==> src/rtl/cmd_host_loader.sv <==
// cmd_host_loader: receives a host command packet into the command RAM, starts
// the executor, waits for it to finish, then streams a status header followed
// by out_len result words read back from the result RAM.
module cmd_host_loader #(
  parameter int AW     = 10,
  parameter int DROP_W = 8
) (
  input  logic              clk,
  input  logic              rst_n,
  input  logic [15:0]       rx_data,
  input  logic              rx_valid,
  input  logic              rx_last,
  output logic              rx_ready,
  output logic [AW-1:0]     inram_wr_address,
  output logic              inram_we,
  output logic [15:0]       inram_d,
  output logic              start_exec,
  input  logic              busy,
  input  logic              err,
  input  logic [AW-1:0]     out_len,
  output logic [AW-1:0]     outram_rd_address,
  output logic              outram_re,
  input  logic [15:0]       outram_q,
  output logic [15:0]       tx_data,
  output logic              tx_valid,
  output logic              tx_last,
  input  logic              tx_ready,
  output logic [DROP_W-1:0] drop_cnt
);

  typedef enum logic [3:0] {
    S_IDLE, S_RX, S_DROP, S_START, S_WAIT, S_HDR, S_RD, S_RWAIT, S_DATA
  } state_t;

  state_t             state_q, state_d;
  logic [AW:0]        widx_q, widx_d;     // one extra bit flags the 2^AW overflow word
  logic [15:0]        hdr_n_q, hdr_n_d;
  logic [AW-1:0]      ridx_q, ridx_d;
  logic [AW-1:0]      len_q, len_d;
  logic               rx_ready_q, rx_ready_d;
  logic               inram_we_q, inram_we_d;
  logic [AW-1:0]      inram_wr_address_q, inram_wr_address_d;
  logic [15:0]        inram_d_q, inram_d_d;
  logic               start_exec_q, start_exec_d;
  logic               outram_re_q, outram_re_d;
  logic [AW-1:0]      outram_rd_address_q, outram_rd_address_d;
  logic [15:0]        tx_data_q, tx_data_d;
  logic               tx_valid_q, tx_valid_d;
  logic               tx_last_q, tx_last_d;
  logic [DROP_W-1:0]  drop_cnt_q, drop_cnt_d;

  logic               rx_acc, tx_acc, drop_evt;
  logic [AW:0]        idx;
  logic [15:0]        n;
  logic [16:0]        idx_p1;

  // Next-state and next-output logic; every output is registered from the
  // next state so all outputs read 0 straight out of reset.
  always_comb begin
    state_d             = state_q;
    widx_d              = widx_q;
    hdr_n_d             = hdr_n_q;
    ridx_d              = ridx_q;
    len_d               = len_q;
    inram_we_d          = 1'b0;
    inram_wr_address_d  = inram_wr_address_q;
    inram_d_d           = inram_d_q;
    outram_rd_address_d = outram_rd_address_q;
    tx_data_d           = tx_data_q;
    tx_last_d           = tx_last_q;
    drop_cnt_d          = drop_cnt_q;
    drop_evt            = 1'b0;
    rx_acc              = rx_valid && rx_ready_q;
    tx_acc              = tx_valid_q && tx_ready;
    // word0 is judged against its own value before hdr_n is latched
    idx                 = (state_q == S_IDLE) ? '0 : widx_q;
    n                   = (state_q == S_IDLE) ? rx_data : hdr_n_q;
    idx_p1              = 17'(idx) + 17'd1;

    case (state_q)
      S_IDLE, S_RX: begin
        if (rx_acc) begin
          if (state_q == S_IDLE) hdr_n_d = rx_data;
          if (idx[AW] || n < 16'd2) begin
            drop_evt = 1'b1;
            state_d  = rx_last ? S_IDLE : S_DROP;
          end else begin
            inram_we_d         = 1'b1;
            inram_wr_address_d = idx[AW-1:0];
            inram_d_d          = rx_data;
            widx_d             = idx + (AW+1)'(1);
            if (!rx_last)                 state_d = S_RX;
            else if (idx_p1 == {1'b0, n}) state_d = S_START;
            else begin
              drop_evt = 1'b1;
              state_d  = S_IDLE;
            end
          end
        end
      end
      S_DROP:  if (rx_acc && rx_last) state_d = S_IDLE;
      S_START: if (busy) state_d = S_WAIT;
      S_WAIT: begin
        if (!busy) begin
          len_d     = out_len;
          tx_data_d = {err, {(15-AW){1'b0}}, out_len};
          tx_last_d = (out_len == '0) || err;
          state_d   = S_HDR;
        end
      end
      S_HDR: begin
        if (tx_acc) begin
          tx_last_d = 1'b0;
          if (tx_last_q) state_d = S_IDLE;
          else begin
            ridx_d              = '0;
            outram_rd_address_d = '0;
            state_d             = S_RD;
          end
        end
      end
      S_RD:    state_d = S_RWAIT;
      S_RWAIT: begin
        tx_data_d = outram_q;
        tx_last_d = (ridx_q == len_q - AW'(1));
        state_d   = S_DATA;
      end
      S_DATA: begin
        if (tx_acc) begin
          tx_last_d = 1'b0;
          if (tx_last_q) state_d = S_IDLE;
          else begin
            ridx_d              = ridx_q + AW'(1);
            outram_rd_address_d = ridx_q + AW'(1);
            state_d             = S_RD;
          end
        end
      end
      default: state_d = S_IDLE;
    endcase

    if (drop_evt && drop_cnt_q != '1) drop_cnt_d = drop_cnt_q + DROP_W'(1);

    rx_ready_d   = state_d inside {S_IDLE, S_RX, S_DROP};
    start_exec_d = (state_d == S_START);
    outram_re_d  = (state_d == S_RD);
    tx_valid_d   = state_d inside {S_HDR, S_DATA};
  end

  // State and output registers with synchronous active-low reset.
  always_ff @(posedge clk) begin
    if (!rst_n) begin
      state_q             <= S_IDLE;
      widx_q              <= '0;
      hdr_n_q             <= '0;
      ridx_q              <= '0;
      len_q               <= '0;
      rx_ready_q          <= 1'b0;
      inram_we_q          <= 1'b0;
      inram_wr_address_q  <= '0;
      inram_d_q           <= '0;
      start_exec_q        <= 1'b0;
      outram_re_q         <= 1'b0;
      outram_rd_address_q <= '0;
      tx_data_q           <= '0;
      tx_valid_q          <= 1'b0;
      tx_last_q           <= 1'b0;
      drop_cnt_q          <= '0;
    end else begin
      state_q             <= state_d;
      widx_q              <= widx_d;
      hdr_n_q             <= hdr_n_d;
      ridx_q              <= ridx_d;
      len_q               <= len_d;
      rx_ready_q          <= rx_ready_d;
      inram_we_q          <= inram_we_d;
      inram_wr_address_q  <= inram_wr_address_d;
      inram_d_q           <= inram_d_d;
      start_exec_q        <= start_exec_d;
      outram_re_q         <= outram_re_d;
      outram_rd_address_q <= outram_rd_address_d;
      tx_data_q           <= tx_data_d;
      tx_valid_q          <= tx_valid_d;
      tx_last_q           <= tx_last_d;
      drop_cnt_q          <= drop_cnt_d;
    end
  end

  assign rx_ready          = rx_ready_q;
  assign inram_we          = inram_we_q;
  assign inram_wr_address  = inram_wr_address_q;
  assign inram_d           = inram_d_q;
  assign start_exec        = start_exec_q;
  assign outram_re         = outram_re_q;
  assign outram_rd_address = outram_rd_address_q;
  assign tx_data           = tx_data_q;
  assign tx_valid          = tx_valid_q;
  assign tx_last           = tx_last_q;
  assign drop_cnt          = drop_cnt_q;

endmodule

==> config.mk <==
export PLATFORM = sky130hd
export DESIGN_NAME = cmd_host_loader
export DESIGN_NICKNAME = d
export VERILOG_FILES = /design/src/rtl/cmd_host_loader.sv
export SDC_FILE = /design/constraint.sdc
export NUM_CORES = 1
export LEC_CHECK = 0
export ABC_AREA = 1
export ABC_CLOCK_PERIOD_IN_PS = 3600
export BUFFER_PORTS_ARGS = -buffer_cell sky130_fd_sc_hd__clkbuf_2
export CORE_MARGIN = 2
export CORE_UTILIZATION = 50
export DETAILED_ROUTE_END_ITERATION = 8
export GPL_TIMING_DRIVEN = 0
export PLACE_DENSITY_LB_ADDON = 0.12
export SLEW_MARGIN = 20
export SYNTH_ARGS = -nofsm -noshare
export SYNTH_HDL_FRONTEND = slang
export SYNTH_SLANG_ARGS = --single-unit
export TNS_END_PERCENT = 50
==> constraint.sdc <==
create_clock -name clk -period 3.6 [get_ports clk]
set_input_delay 0.36 -clock clk [delete_from_list [all_inputs] [get_ports clk]]
set_output_delay 0.36 -clock clk [all_outputs]
set_load 0.01 [all_outputs]
# After elaboration in Yosys (flattened, before gate mapping)
# Index checks and enable logic that the tools add are counted.
word_totals:
  register_bits: 107
  input_bits: 49
classes:
  n_addsub: 5
  n_lt_le_gt_ge: 1
  eq_ne: 23
  n_mux: 29
  bitwise: 2
  reduce_logical: 23
ops:
  columns: ["cell", "count"]
  rows:
  - ["10-bit 2-to-1 mux", 4]
  - ["16-bit 2-to-1 mux", 2]
  - ["16-bit one-hot mux with 2 select lines", 1]
  - ["4-bit one-hot mux with 7 select lines", 1]
  - ["4-bit by 3-bit equality test with 1-bit output (second input constant)", 6]
  - ["4-bit 2-to-1 mux", 5]
  - ["10-bit one-hot mux with 2 select lines", 1]
  - ["12-bit by 16-bit equality test with 1-bit output", 1]
  - ["4-bit by 2-bit equality test with 1-bit output (second input constant)", 4]
  - ["16-bit by 2-bit < comparator with 1-bit output (second input constant)", 1]
  - ["11-bit by 1-bit adder with 12-bit output (second input constant)", 1]
  - ["11-bit by 1-bit adder with 11-bit output (second input constant)", 1]
  - ["11-bit 2-to-1 mux", 1]
  - ["10-bit by 1-bit adder with 10-bit output (second input constant)", 1]
  - ["10-bit equality test", 1]
  - ["10-bit zero test", 1]
  - ["2-bit inequality test (second input constant)", 5]
  - ["10-bit by 1-bit subtractor with 10-bit output (second input constant)", 1]
  - ["3-bit AND reduction", 3]
  - ["8-bit by 1-bit adder with 8-bit output (second input constant)", 1]
  - ["4-bit by 1-bit equality test with 1-bit output (second input constant)", 2]
  - ["4-bit equality test (second input constant)", 2]
  - ["4-bit zero test", 2]
  - ["1-bit 2-to-1 mux", 8]
  - ["other kinds (13)", 27]

# Depth between registers and ports, before layout
# Gate-level depths: netlist of run 1.
logic_depth:
  depth_word: 11
  mapped_depth: 23
  ltp_nobuf: 21

# Least setup slack after synthesis of run 1
# No wires, ideal clock.
synth_path:
  path_kind: "register to register"
  start: "register state_q[1]"
  end: "register drop_cnt_q[0] (netlist: drop_cnt[0])"
  arrival_time_ns: 2.349
  t_required_ns: 3.487
  slack_ns: 1.138
  stages_incl_launch_ff: 22
  n_path_buf: 2
  period_less_slack_ns: 2.462
  path_cell_list: "dfxtp_1 nor2_4 nand2_4 buf_6 buf_6 nand2_1 inv_1 ha_1 nand4_2 nor2_2 nand2_1 nand2_1 and2_1 inv_2 a21oi_1 nand3_1 nand2_2 nand2_4 nand3_4 nand2_1 nand2_1 nor2_1"
synth_between:
  elab_chain_len: 10
synth_rtl:
  columns: ["item", "line", "rtl"]
  rows:
  - ["start, declared", "35", "state_t state_q, state_d;"]
  - ["start signal, assigned", "170", "state_q <= state_d;"]
  - ["4-bit zero test", "76", "idx = (state_q == S_IDLE) ? '0 : widx_q;"]
  - ["11-bit 2-to-1 mux", "76", null]
  - ["named net idx[0]", "53", "logic [AW:0] idx;"]
  - ["11-bit by 1-bit adder with 12-bit output", "78", "idx_p1 = 17'(idx) + 17'd1;"]
  - ["12-bit by 16-bit equality test with 1-bit output", "93", "else if (idx_p1 == {1'b0, n}) state_d = S_START;"]
  - ["1-bit 2-to-1 mux", "93", null]
  - ["1-bit 2-to-1 mux", "92", "if (!rx_last) state_d = S_RX;"]
  - ["1-bit 2-to-1 mux", "84", "if (idx[AW] || n < 16'd2) begin"]
  - ["1-bit 2-to-1 mux", "82", "if (rx_acc) begin"]
  - ["1-bit 2-to-1 mux", "80", "case (state_q)"]
  - ["1-bit logical AND", "142", "if (drop_evt && drop_cnt_q != '1) drop_cnt_d = drop_cnt_q + DROP_W'(1);"]
  - ["end signal, assigned", "185", "drop_cnt_q <= drop_cnt_d;"]
  - ["end, declared", "50", "logic [DROP_W-1:0] drop_cnt_q, drop_cnt_d;"]
# The timed path passes the listed nets, and every way through them passes these cells.
# A chain may end at the register's enable or synchronous reset.

# Final worst setup path of run 1
layout_path:
  start: "register state_q[0]"
  end: "register drop_cnt_q[0] (netlist: drop_cnt[0])"
# The elaborated chain is that of the path after synthesis.

==> flow_summary.ini, run 1 <==
[pwr]
power_density_mw_per_mm2 = 362
vdd_ir_drop_max_uv = 345
total_leakage_power_nw = 2.83

[clocking]
cts-buffers-inserted = 9
cts_hold_buf = 0
cts_max_path_buffers = 2
cts_resized = 0
clk-insertion-delay-late_ns = 0.39
htree_levels = 3
cts.sinks = 107
clkSlewWorstSetupHoldPaths_ns = 0.10
post_cts_buffers = 0
cts_tree = yes
root_buffer = clkbuf_8

[floorplanning]
io_pins = 115
die_w_um = 106
core_mm2 = 0.0102
start_util_pct = 51.3
die_h_um = 106
num_rows = 37
dieArea_mm2 = 0.0113

[placed_design]
hpwl_um = 11300
portBuffers = 113
dpl_worst_slack_ns = 0.647
globalplace.congestion = 0.900

[grt]
grt_antenna_before_repair = 0
grt_pass1_vias = 5010
grt_max_degree = 19
overflow = 0
grt_first_pass_wirelength_um = 24500
grt_use_total_pct = 27.3

[logic_synthesis]
synth_ff_type = dfxtp_1
yosys_warnings = 0
synth_seq_area_share_pct = 40.8
synth.distinct_cells = 42
synthArstFlopShare_pct = 0
yosys-top-cells-area = dfxtp_1 (41%), nand2_1 (12%), a21oi_1 (5.9%), o21ai_0 (5.4%), inv_1 (5.4%)
syn_inst = 747
ys_ff_latch = 107
syn_avg_cell_area_um2 = 7.02
synth_top_area_cell = dfxtp_1
synth-edff-count = 0
syn-num-nets = 800
synth_top_area_share_pct = 40.8
syn-cell-area_mm2 = 0.00524

[critical_path]
r2r_start = state_q[0]$_SDFF_PN0_
reg2reg_slack_ns = 0.56
reg2reg_depth = 22
critPathBufInv = 3
crit_family = simple AND/OR/NAND/NOR gates
cp_slowest_stage_delay_ns = 0.50
arrival_ns = 3.32
end_kind = flop
cp.required_ns = 3.88
setup.worst_path.end = drop_cnt[0]$_SDFFE_PN0P_
r2r-end = drop_cnt[0]$_SDFFE_PN0P_
cp_max_fo = 10
cp-startpoint = state_q[0]$_SDFF_PN0_
critical_path_depth = 22
path_class = flop to flop
cpMaxStageDelayCell = dfxtp_1
crit_path_frequent_cell = nand2_1
cp_cell_sequence = nor2_4 -> nand2_4 -> buf_6 -> buf_6 -> nand2_1 -> inv_1 -> ha_1 -> nand4_2 -> nor2_2 -> nand2_1 -> nand2_1 -> nand2_1 -> nand2_1 -> nand2_1 -> nor2_1 -> nand3_1 -> nand2_2 -> nand2_4 -> nand3_4 -> nand2_1 -> nand2_1 -> nor2_1
startpoint_type = flop

[route]
drt-met1-wl_um = 6920
initialDrtViolationCount = 412
wl_per_cell_um = 14.7
firstDrtPassIters = 5
drcViolationCount = 0
via_per_inst = 5.33
wl_met2_um = 6510
ant_nets = 0
vias = 5398
drt_wl_total_um = 14900
top_layer = met4
wl_met3_um = 1270

[timing]
hold_viol_final = 0
hold_ws_ns = 0.207
fmaxAchievable_mhz = 329
rsz0062_at_grt = false
min_period_ns = 3.04
slew_headroom_pct = 50.3
slew_violations = 0
setup_ws_ns = 0.561
setup-violations-final = 0
finalSetupTns_ns = 0
finalCritPeriodShare_pct = 84.4
fin_skew_ns = 0.0134
worst_pin_slew_ns = 0.741

[cells_and_area]
syn2layout_area_growth_pct = 17.4
fin_nets = 924
insertedDiodeCount = 0
utilization_pct = 60.2
drive_above_1_share_pct = 18.9

[run]
cap_viol_max_count = 0

[outcome]
status = complete, no violations

[worst_hold_path]
hold_class = primary input to flop
-- per-layer routing --
| layer | up-vias | track usage [%] |
|---|---|---|
| met1 | 2464 | 38.2 |
| li1 | 2696 | - |
| met5 | - | 0 |
| met3 | 19 | 7.30 |
| met2 | 219 | 41.8 |
| met4 | 0 | 6.96 |
-- cell usage in the layout, fill, tap and decap left out, types with 6 or more instances in the layout --
cell type	instances
buf_2	6
nand2_1	174
clkbuf_2	113
nand4_1	13
clkbuf_1	20
a21oi_1	62
o21ai_1	11
nand3_1	41
xor2_1	17
clkbuf_8	9
inv_1	75
nor2_1	75
dfxtp_1	107
a31oi_1	19
o21ai_0	57
nor3_1	10
-- synthesized netlist by cell type, types with 2 or more instances --
master and n:
a2111oi_0 2, a211oi_1 2, a21oi_1 62, a31oi_1 19, buf_2 6, buf_6 2
clkbuf_1 18, dfxtp_1 107, ha_1 4, inv_1 75, inv_2 2, nand2_1 174
nand2_2 4, nand2_4 2, nand3_1 41, nand4_1 13, nand4_2 2, nor2_1 75
nor2_2 4, nor2_4 4, nor3_1 10, nor3_2 3, nor3b_1 5, nor4_1 3
o21ai_0 57, o21ai_1 11, o21ai_2 2, or2_0 2, or2_2 3, xnor2_1 5
xor2_1 17
-- registers in the layout, summed over array words and instances, names as in the netlist, 4 cells and up --
signal             cells
hdr_n_q               16
inram_d               16
tx_data               16
widx_q                11
inram_wr_address      10
len_q                 10
outram_rd_address     10
drop_cnt               8
state_q                4
-- per-stage QoR --
| stage | std cells | cell area [um^2] | power, mW |
|---|---|---|---|
| 2_1_floorplan | 747 | 5240 | 1.44 |
| 5_1_grt | 1012 | 6160 | 2.34 |
| 4_1_cts | 1012 | 6160 | 2.24 |
| 6_report | 1012 | 6160 | 2.23 |
| 3_5_place_dp | 996 | 5980 | 1.55 |
| 3_3_place_gp | 996 | 5980 | 1.54 |
-- power breakdown --
group	switching, mW	internal, mW
Sequential	0.0265	1.23
Combinational	0.178	0.0958
Clock	0.435	0.264
Total	0.640	1.59
-- worst min-delay path by stage --
stage | from | end | slack (ns) | depth (start not counted)
final | outram_q[13] | tx_data[13]$_SDFFE_PN0P_ | 0.21 | 3
after global routing | outram_q[14] | tx_data[14]$_SDFFE_PN0P_ | 0.18 | 3
after CTS | outram_q[12] | tx_data[12]$_SDFFE_PN0P_ | 0.20 | 3
after detailed placement | widx_q[9]$_SDFFE_PN0P_ | widx_q[9]$_SDFFE_PN0P_ | 0.47 | 2
after global placement | tx_data[12]$_SDFFE_PN0P_ | tx_data[12]$_SDFFE_PN0P_ | 0.45 | 2
after floorplan | widx_q[9]$_SDFFE_PN0P_ | widx_q[9]$_SDFFE_PN0P_ | 0.45 | 2
-- layout make-up --
cell class	instances	area [um^2]
Buffer	28	131
Clock buffer	11	131
Clock inverter	5	45.0
Fill cell	1012	4080
Inverter	78	293
Multi-Input combinational cell	534	2680
Sequential cell	107	2140
Tap cell	136	170
Timing Repair Buffer	113	566
-- kinds of logic (layout without fill, tap and decap cells) --
| group | count (synthesis) | count (layout) | synth area share, % |
|---|---|---|---|
| flip-flops | 107 | 107 | 40.8 |
| adder cells (fa/ha/maj) | 4 | 4 | 0.954 |
| AND/OR/NAND/NOR | 351 | 351 | 30.4 |
| buffers and inverters | 106 | 235 | 8.09 |
| AO/OA/AOI/OAI | 157 | 157 | 16.0 |
| XOR/XNOR | 22 | 22 | 3.67 |
-- worst reg2reg max path, cell delays in order (launching register included) --
cell and delay, ns:
dfxtp_1 0.50, nor2_4 0.13, nand2_4 0.10, buf_6 0.16
buf_6 0.16, nand2_1 0.08, inv_1 0.08, ha_1 0.22
nand4_2 0.18, nor2_2 0.22, nand2_1 0.14, nand2_1 0.09
nand2_1 0.05, nand2_1 0.07, nand2_1 0.06, nor2_1 0.10
nand3_1 0.13, nand2_2 0.11, nand2_4 0.10, nand3_4 0.13
nand2_1 0.07, nand2_1 0.05, nor2_1 0.04
No activity file was read; power rests on OpenSTA's default activity.
==> inputs of run 2 (changes only) <==
Settings changed: ABC_AREA 1 to 0, ABC_CLOCK_PERIOD_IN_PS 3600 to 2600, CORE_UTILIZATION 50 to 49.
Clock period 3.6 ns to 2.6 ns, I/O delays scaled along.
==> run 2 against run 1 <==
Net effect:
- the run now ends with negative setup slack left
- die area decreased by 0.95%
- register-to-register slack got worse by 1.0 ns
- total power up 41%
- fmax fell by 1.3%
- largest cell class unchanged
==> flow_summary.ini, run 2 <==
[outcome]
status = finished, violations left
violations = negative setup slack

[clocking]
cts.sinks = 107
cts_hold_buf = 0
clk-insertion-delay-late_ns = 0.37
cts_max_path_buffers = 2
htree_levels = 3
clkSlewWorstSetupHoldPaths_ns = 0.10
root_buffer = clkbuf_8
cts-buffers-inserted = 9
cts_tree = yes

[floorplanning]
num_rows = 37
io_pins = 115
die_h_um = 106
die_w_um = 106
dieArea_mm2 = 0.0112
start_util_pct = 50.0
core_mm2 = 0.0102

[pwr]
total_leakage_power_nw = 2.46
vdd_ir_drop_max_uv = 326
power_density_mw_per_mm2 = 502

[grt]
grt_pass1_vias = 4849
overflow = 0
grt_antenna_before_repair = 0
grt_first_pass_wirelength_um = 23400
grt_max_degree = 19
grt_use_total_pct = 25.8

[timing]
hold_viol_final = 0
fmaxAchievable_mhz = 325
rsz0062_at_grt = true
slew_violations = 0
setup-violations-final = 14
setup_ws_ns = -0.478
min_period_ns = 3.08
finalCritPeriodShare_pct = 118
slew_headroom_pct = 28.9
fin_skew_ns = 0.0132
hold_ws_ns = 0.108
finalSetupTns_ns = -5.17
worst_pin_slew_ns = 1.06

[cells_and_area]
drive_above_1_share_pct = 23.6
seqCellArea_mm2 = 0.00215
multi_input_area_mm2 = 0.00283
syn2layout_area_growth_pct = 23.1
instances_no_fill = 925
utilization_pct = 61.5
final_cell_mix = nand2_1 (138), clkbuf_2 (114), dfxtp_1 (103), a21oi_1 (73), nand3_1 (44)
fin_nets = 837
final_common_cell = nand2_1
num-fill-cells = 949
insertedDiodeCount = 0
postLayoutCellArea_mm2 = 0.00627

[worst_hold_path]
hold_class = primary input to flop
whs_endpoint = tx_data[14]$_SDFFE_PN0P_
min-delay-start = outram_q[14]
whs_path_depth = 3

[critical_path]
cp_max_fo = 6
arrival_ns = 3.33
r2r_start = state_q[2]$_SDFF_PN0_
r2r-end = drop_cnt[0]$_SDFFE_PN0P_
reg2reg_slack_ns = -0.48
reg2reg_depth = 12
path_class = flop to flop
end_kind = flop
cp.required_ns = 2.85
startpoint_type = flop

[route]
drcViolationCount = 0
firstDrtPassIters = 5
ant_nets = 0
wl_per_cell_um = 15.6
drt_wl_total_um = 14400
via_per_inst = 5.66
initialDrtViolationCount = 255
vias = 5235

[logic_synthesis]
synth_seq_area_share_pct = 42.1
syn-num-nets = 699
synth-edff-count = 0
synthTopCellsByCount = nand2_1 (139), dfxtp_1 (107), a21oi_1 (73)
ys_ff_latch = 107
synth_ff_type = dfxtp_1
synth.distinct_cells = 63
synth_most_common_cell = nand2_1
syn-cell-area_mm2 = 0.00509
synth_top_area_share_pct = 42.1
yosys-top-cells-area = dfxtp_1 (42%), nand2_1 (10%), a21oi_1 (7.2%), xnor2_1 (5.0%), nand3_1 (4.4%)
yosys_warnings = 0
syn_avg_cell_area_um2 = 7.88
synth_top_area_cell = dfxtp_1
syn_inst = 646
synthArstFlopShare_pct = 0

[run]
cap_viol_max_count = 0

[placed_design]
portBuffers = 114
globalplace.congestion = 0.857
dpl.cell_count = 896
dpl_cell_area_mm2 = 0.00587
hpwl_um = 10700
==> run 2: cell count changes after synthesis, sizes merged, moves of 11 or more <==
cell,before,now
inv,77,6
o21ai,70,18
nand2,180,139
nor2,83,45
xnor2,5,29
nor4,3,18
a21oi,62,73
==> run 2: cells by family (layout without fill, tap and decap cells) <==
kind of cell / Yosys count / in the layout / synth area share [%]
and+or+nand+nor: 299 / 299 / 27.5
buffers and inverters: 49 / 192 / 4.25
DFF: 107 / 107 / 42.1
AOI/OAI and AO/OA: 139 / 139 / 16.9
muxes: 2 / 2 / 0.393
adders and majority gates: 4 / 4 / 0.984
xor gates and xnor gates: 46 / 46 / 7.92
==> run 2: final cells by class <==
cell class / count / share of cell area (%)
multi-input combinational: 490 / 45.2
sequential: 107 / 34.3
timing repair buffer: 131 / 11.1
tap: 136 / 2.72
buffer: 38 / 2.68
clock buffer: 9 / 1.98
clock inverter: 7 / 1.54
inverter: 7 / 0.419
==> run 2: worst max path at each step <==
stage / startpoint / end / slack, ns / depth (start not counted)
6_report: state_q[2]$_SDFF_PN0_ / drop_cnt[0]$_SDFFE_PN0P_ / -0.48 / 12
5_1_grt: state_q[2]$_SDFF_PN0_ / drop_cnt[0]$_SDFFE_PN0P_ / -0.59 / 12
4_1_cts: state_q[0]$_SDFF_PN0_ / drop_cnt[0]$_SDFFE_PN0P_ / -0.42 / 12
3_5_place_dp: state_q[1]$_SDFF_PN0_ / drop_cnt[0]$_SDFFE_PN0P_ / -0.65 / 14
3_3_place_gp: state_q[0]$_SDFF_PN0_ / drop_cnt[0]$_SDFFE_PN0P_ / -0.60 / 15
2_1_floorplan: state_q[0]$_SDFF_PN0_ / drop_cnt[4]$_SDFFE_PN0P_ / -0.37 / 15
==> run 2: power by group <==
group          switching, mW  leakage (nW)  internal, mW
clock network          0.588         0.114         0.550
logic                  0.197          1.48         0.119
registers             0.0250         0.869          1.67
==> run 2: timing repair <==
| action | in CTS | in global routing |
|---|---|---|
| pin swaps | 12 | 5 |
| buffers inserted | 10 | 6 |
| gates cloned | 1 | 0 |
| endpoints found under the setup margin | 53 | 50 |
| resized for setup | 15 | 6 |
==> run 2: metal layers <==
| metal | global-route usage, % | vias to the layer above | part of all wire [%] |
|---|---|---|---|
| met5 | 0 | - | 0 |
| met4 | 7.80 | 0 | 2.4 |
| met1 | 33.2 | 2463 | 42 |
| li1 | - | 2538 | - |
| met2 | 44.1 | 203 | 49 |
| met3 | 4.54 | 31 | 6.9 |
==> run 2: worst max-delay path, cell delays in order, from the launching register on <==
cell	delay [ns]
dfxtp_4	0.38
or4_4	0.58
and2_4	0.20
ha_4	0.19
nand3_4	0.09
xnor2_2	0.07
a211o_1	0.27
a221oi_2	0.31
a41oi_2	0.20
o21ai_2	0.30
buf_6	0.17
xor2_1	0.15
nor2_1	0.05
==> run 2: metrics by stage <==
| stage | worst slack [ns] | power [mW] |
|---|---|---|
| 6_report | -0.478 | 3.15 |
| 5_1_grt | -0.587 | 3.27 |
| 4_1_cts | -0.424 | 3.16 |
| 3_5_place_dp | -0.654 | 2.02 |
| 3_3_place_gp | -0.599 | 2.02 |
| 2_1_floorplan | -0.369 | 1.90 |
==> inputs of run 3 (changes only) <==
Settings changed: PLACE_DENSITY set to 0.76, PLACE_DENSITY_LB_ADDON 0.12 to unset.
==> run 3 against run 2 <==
Net effect:
- the flow still finishes with violations (negative setup slack)
- setup slack improved by 0.052 ns
- non-clock buffer count shrank 1
- final cell count down 0.22%
- highest routed layer unchanged
- first-iteration DRC count is 25% higher
- global-route usage fell by 0.34 points
- sequential cell count stayed put
- worst hold slack worse by 0.0023 ns
==> flow_summary.ini, run 3 (synthesis results as in run 2) <==
[critical_path]
setup.worst_path.end = drop_cnt[3]$_SDFFE_PN0P_
cpMaxStageDelayCell = or4_4
reg2reg_slack_ns = -0.43
r2r_start = state_q[0]$_SDFF_PN0_
critical_path_depth = 13
critPathBufInv = 2
arrival_ns = 3.32
cp.required_ns = 2.89
cp-startpoint = state_q[0]$_SDFF_PN0_
startpoint_type = flop
crit_family = compound AO/OA/AOI/OAI gates
crit_path_frequent_cell = buf_6
reg2reg_depth = 13
end_kind = flop
path_class = flop to flop
cp_cell_sequence = or4_4 -> and2_4 -> ha_4 -> nand3_4 -> xnor2_2 -> a211o_1 -> a221oi_2 -> a41oi_2 -> o21ai_2 -> buf_6 -> buf_6 -> o211ai_1 -> o31ai_1
r2r-end = drop_cnt[3]$_SDFFE_PN0P_
cp_max_fo = 6
cp_slowest_stage_delay_ns = 0.57

[grt]
grt_pass1_vias = 4817
grt_first_pass_wirelength_um = 23000
overflow = 0
grt_max_degree = 17
grt_antenna_before_repair = 0
grt_use_total_pct = 25.4

[timing]
rsz0062_at_grt = true
setup-violations-final = 14
setup_ws_ns = -0.427
slew_headroom_pct = 53.1
min_period_ns = 3.03
finalSetupTns_ns = -5.06
fmaxAchievable_mhz = 330
fin_skew_ns = 0.00804
worst_pin_slew_ns = 0.698
hold_viol_final = 0
finalCritPeriodShare_pct = 116
hold_ws_ns = 0.106
slew_violations = 0

[placed_design]
dpl_cell_area_mm2 = 0.00587
portBuffers = 114
globalplace.congestion = 0.927
hpwl_um = 10400

[cells_and_area]
insertedDiodeCount = 0
utilization_pct = 61.6
fin_nets = 836
postLayoutCellArea_mm2 = 0.00628
syn2layout_area_growth_pct = 23.4
final_cell_mix = nand2_1 (137), clkbuf_2 (117), dfxtp_1 (103), a21oi_1 (73), nor2_1 (43)
drive_above_1_share_pct = 24.4
final_common_cell = nand2_1

[floorplanning]
io_pins = 115
dieArea_mm2 = 0.0112
die_w_um = 106
core_mm2 = 0.0102
die_h_um = 106
num_rows = 37
start_util_pct = 50.0

[outcome]
status = finished, violations left
violations = negative setup slack

[route]
drt_wl_total_um = 14200
vias = 5103
ant_nets = 0
wl_per_cell_um = 15.4
drcViolationCount = 0
via_per_inst = 5.53
initialDrtViolationCount = 319
firstDrtPassIters = 5

[run]
cap_viol_max_count = 0

[clocking]
clk-insertion-delay-late_ns = 0.37
htree_levels = 3
root_buffer = clkbuf_8
clkSlewWorstSetupHoldPaths_ns = 0.10
cts_hold_buf = 0
cts.sinks = 107
cts_max_path_buffers = 2
cts-buffers-inserted = 9
cts_tree = yes

[worst_hold_path]
hold_class = primary input to flop

[pwr]
total_leakage_power_nw = 2.46
power_density_mw_per_mm2 = 488
vdd_ir_drop_max_uv = 262
run 3: cell types whose count changed in the layout (fill, tap and decap cells not counted), sizes merged:
| cell | previous run | this run |
|---|---|---|
| clkbuf | 150 | 152 |
| bufinv | 2 | 1 |
| clkinvlp | 0 | 2 |
| inv | 9 | 6 |
| buf | 28 | 27 |
| clkinv | 3 | 2 |
run 3: worst min path at each step:
stage,from,endpoint,slack [ns],cells past startpoint
6_report,outram_q[10],tx_data[10]$_SDFFE_PN0P_,0.11,3
3_3_place_gp,inram_wr_address[2]$_SDFFE_PN0P_,inram_wr_address[2]$_SDFFE_PN0P_,0.44,2
2_1_floorplan,rx_data[0],inram_d[0]$_SDFFE_PN0P_,0.40,2
5_1_grt,outram_q[10],tx_data[10]$_SDFFE_PN0P_,0.1,3
3_5_place_dp,inram_wr_address[3]$_SDFFE_PN0P_,inram_wr_address[3]$_SDFFE_PN0P_,0.45,2
4_1_cts,outram_q[10],tx_data[10]$_SDFFE_PN0P_,0.1,3
run 3: area by class of cell:
class | instances | area, um^2
multi-input combinational | 490 | 2860
tap | 136 | 170
clock buffer | 11 | 151
clock inverter | 4 | 50.0
buffer | 38 | 171
fill | 948 | 3910
sequential | 107 | 2150
inverter | 7 | 26.3
timing repair buffer | 130 | 698
run 3: report_power, final:
| group | switching [mW] | internal [mW] |
|---|---|---|
| sequential | 0.0248 | 1.67 |
| combinational | 0.196 | 0.122 |
| clock | 0.564 | 0.491 |
run 3: layer usage:
layer / track usage (%) / wire, um / share of wire (%) / vias to the layer above
met5: 0 / 0 / 0 / -
met1: 32.8 / 6020 / 42 / 2405
met2: 43.2 / 7060 / 50 / 142
met4: 7.61 / 250 / 1.8 / 0
li1: - / - / - / 2534
met3: 5.03 / 854 / 6.0 / 22
run 3: what timing repair did:
action / CTS / global route
setup buffers: 13 / 3
hold endpoints to repair: 0 / 0
endpoints found under the setup margin: 52 / 58
pin swaps: 14 / 4
gates resized for setup: 23 / 14
run 3: through the flow:
step | instances | setup slack (ns) | power (mW)
5_1_grt | 923 | -0.559 | 3.16
6_report | 923 | -0.427 | 3.06
4_1_cts | 921 | -0.400 | 3.07
2_1_floorplan | 646 | -0.369 | 1.90
3_5_place_dp | 896 | -0.618 | 2.02
3_3_place_gp | 896 | -0.606 | 2.01
run 3: worst reg2reg max path: cells and delay by family (launching register included):
kind | cells | cell delay [ns]
simple gates | 3 | 0.87
flops | 1 | 0.37
buf+inv | 2 | 0.27
fa+ha+maj | 1 | 0.19
compound gates | 6 | 1.17
xor+xnor | 1 | 0.07
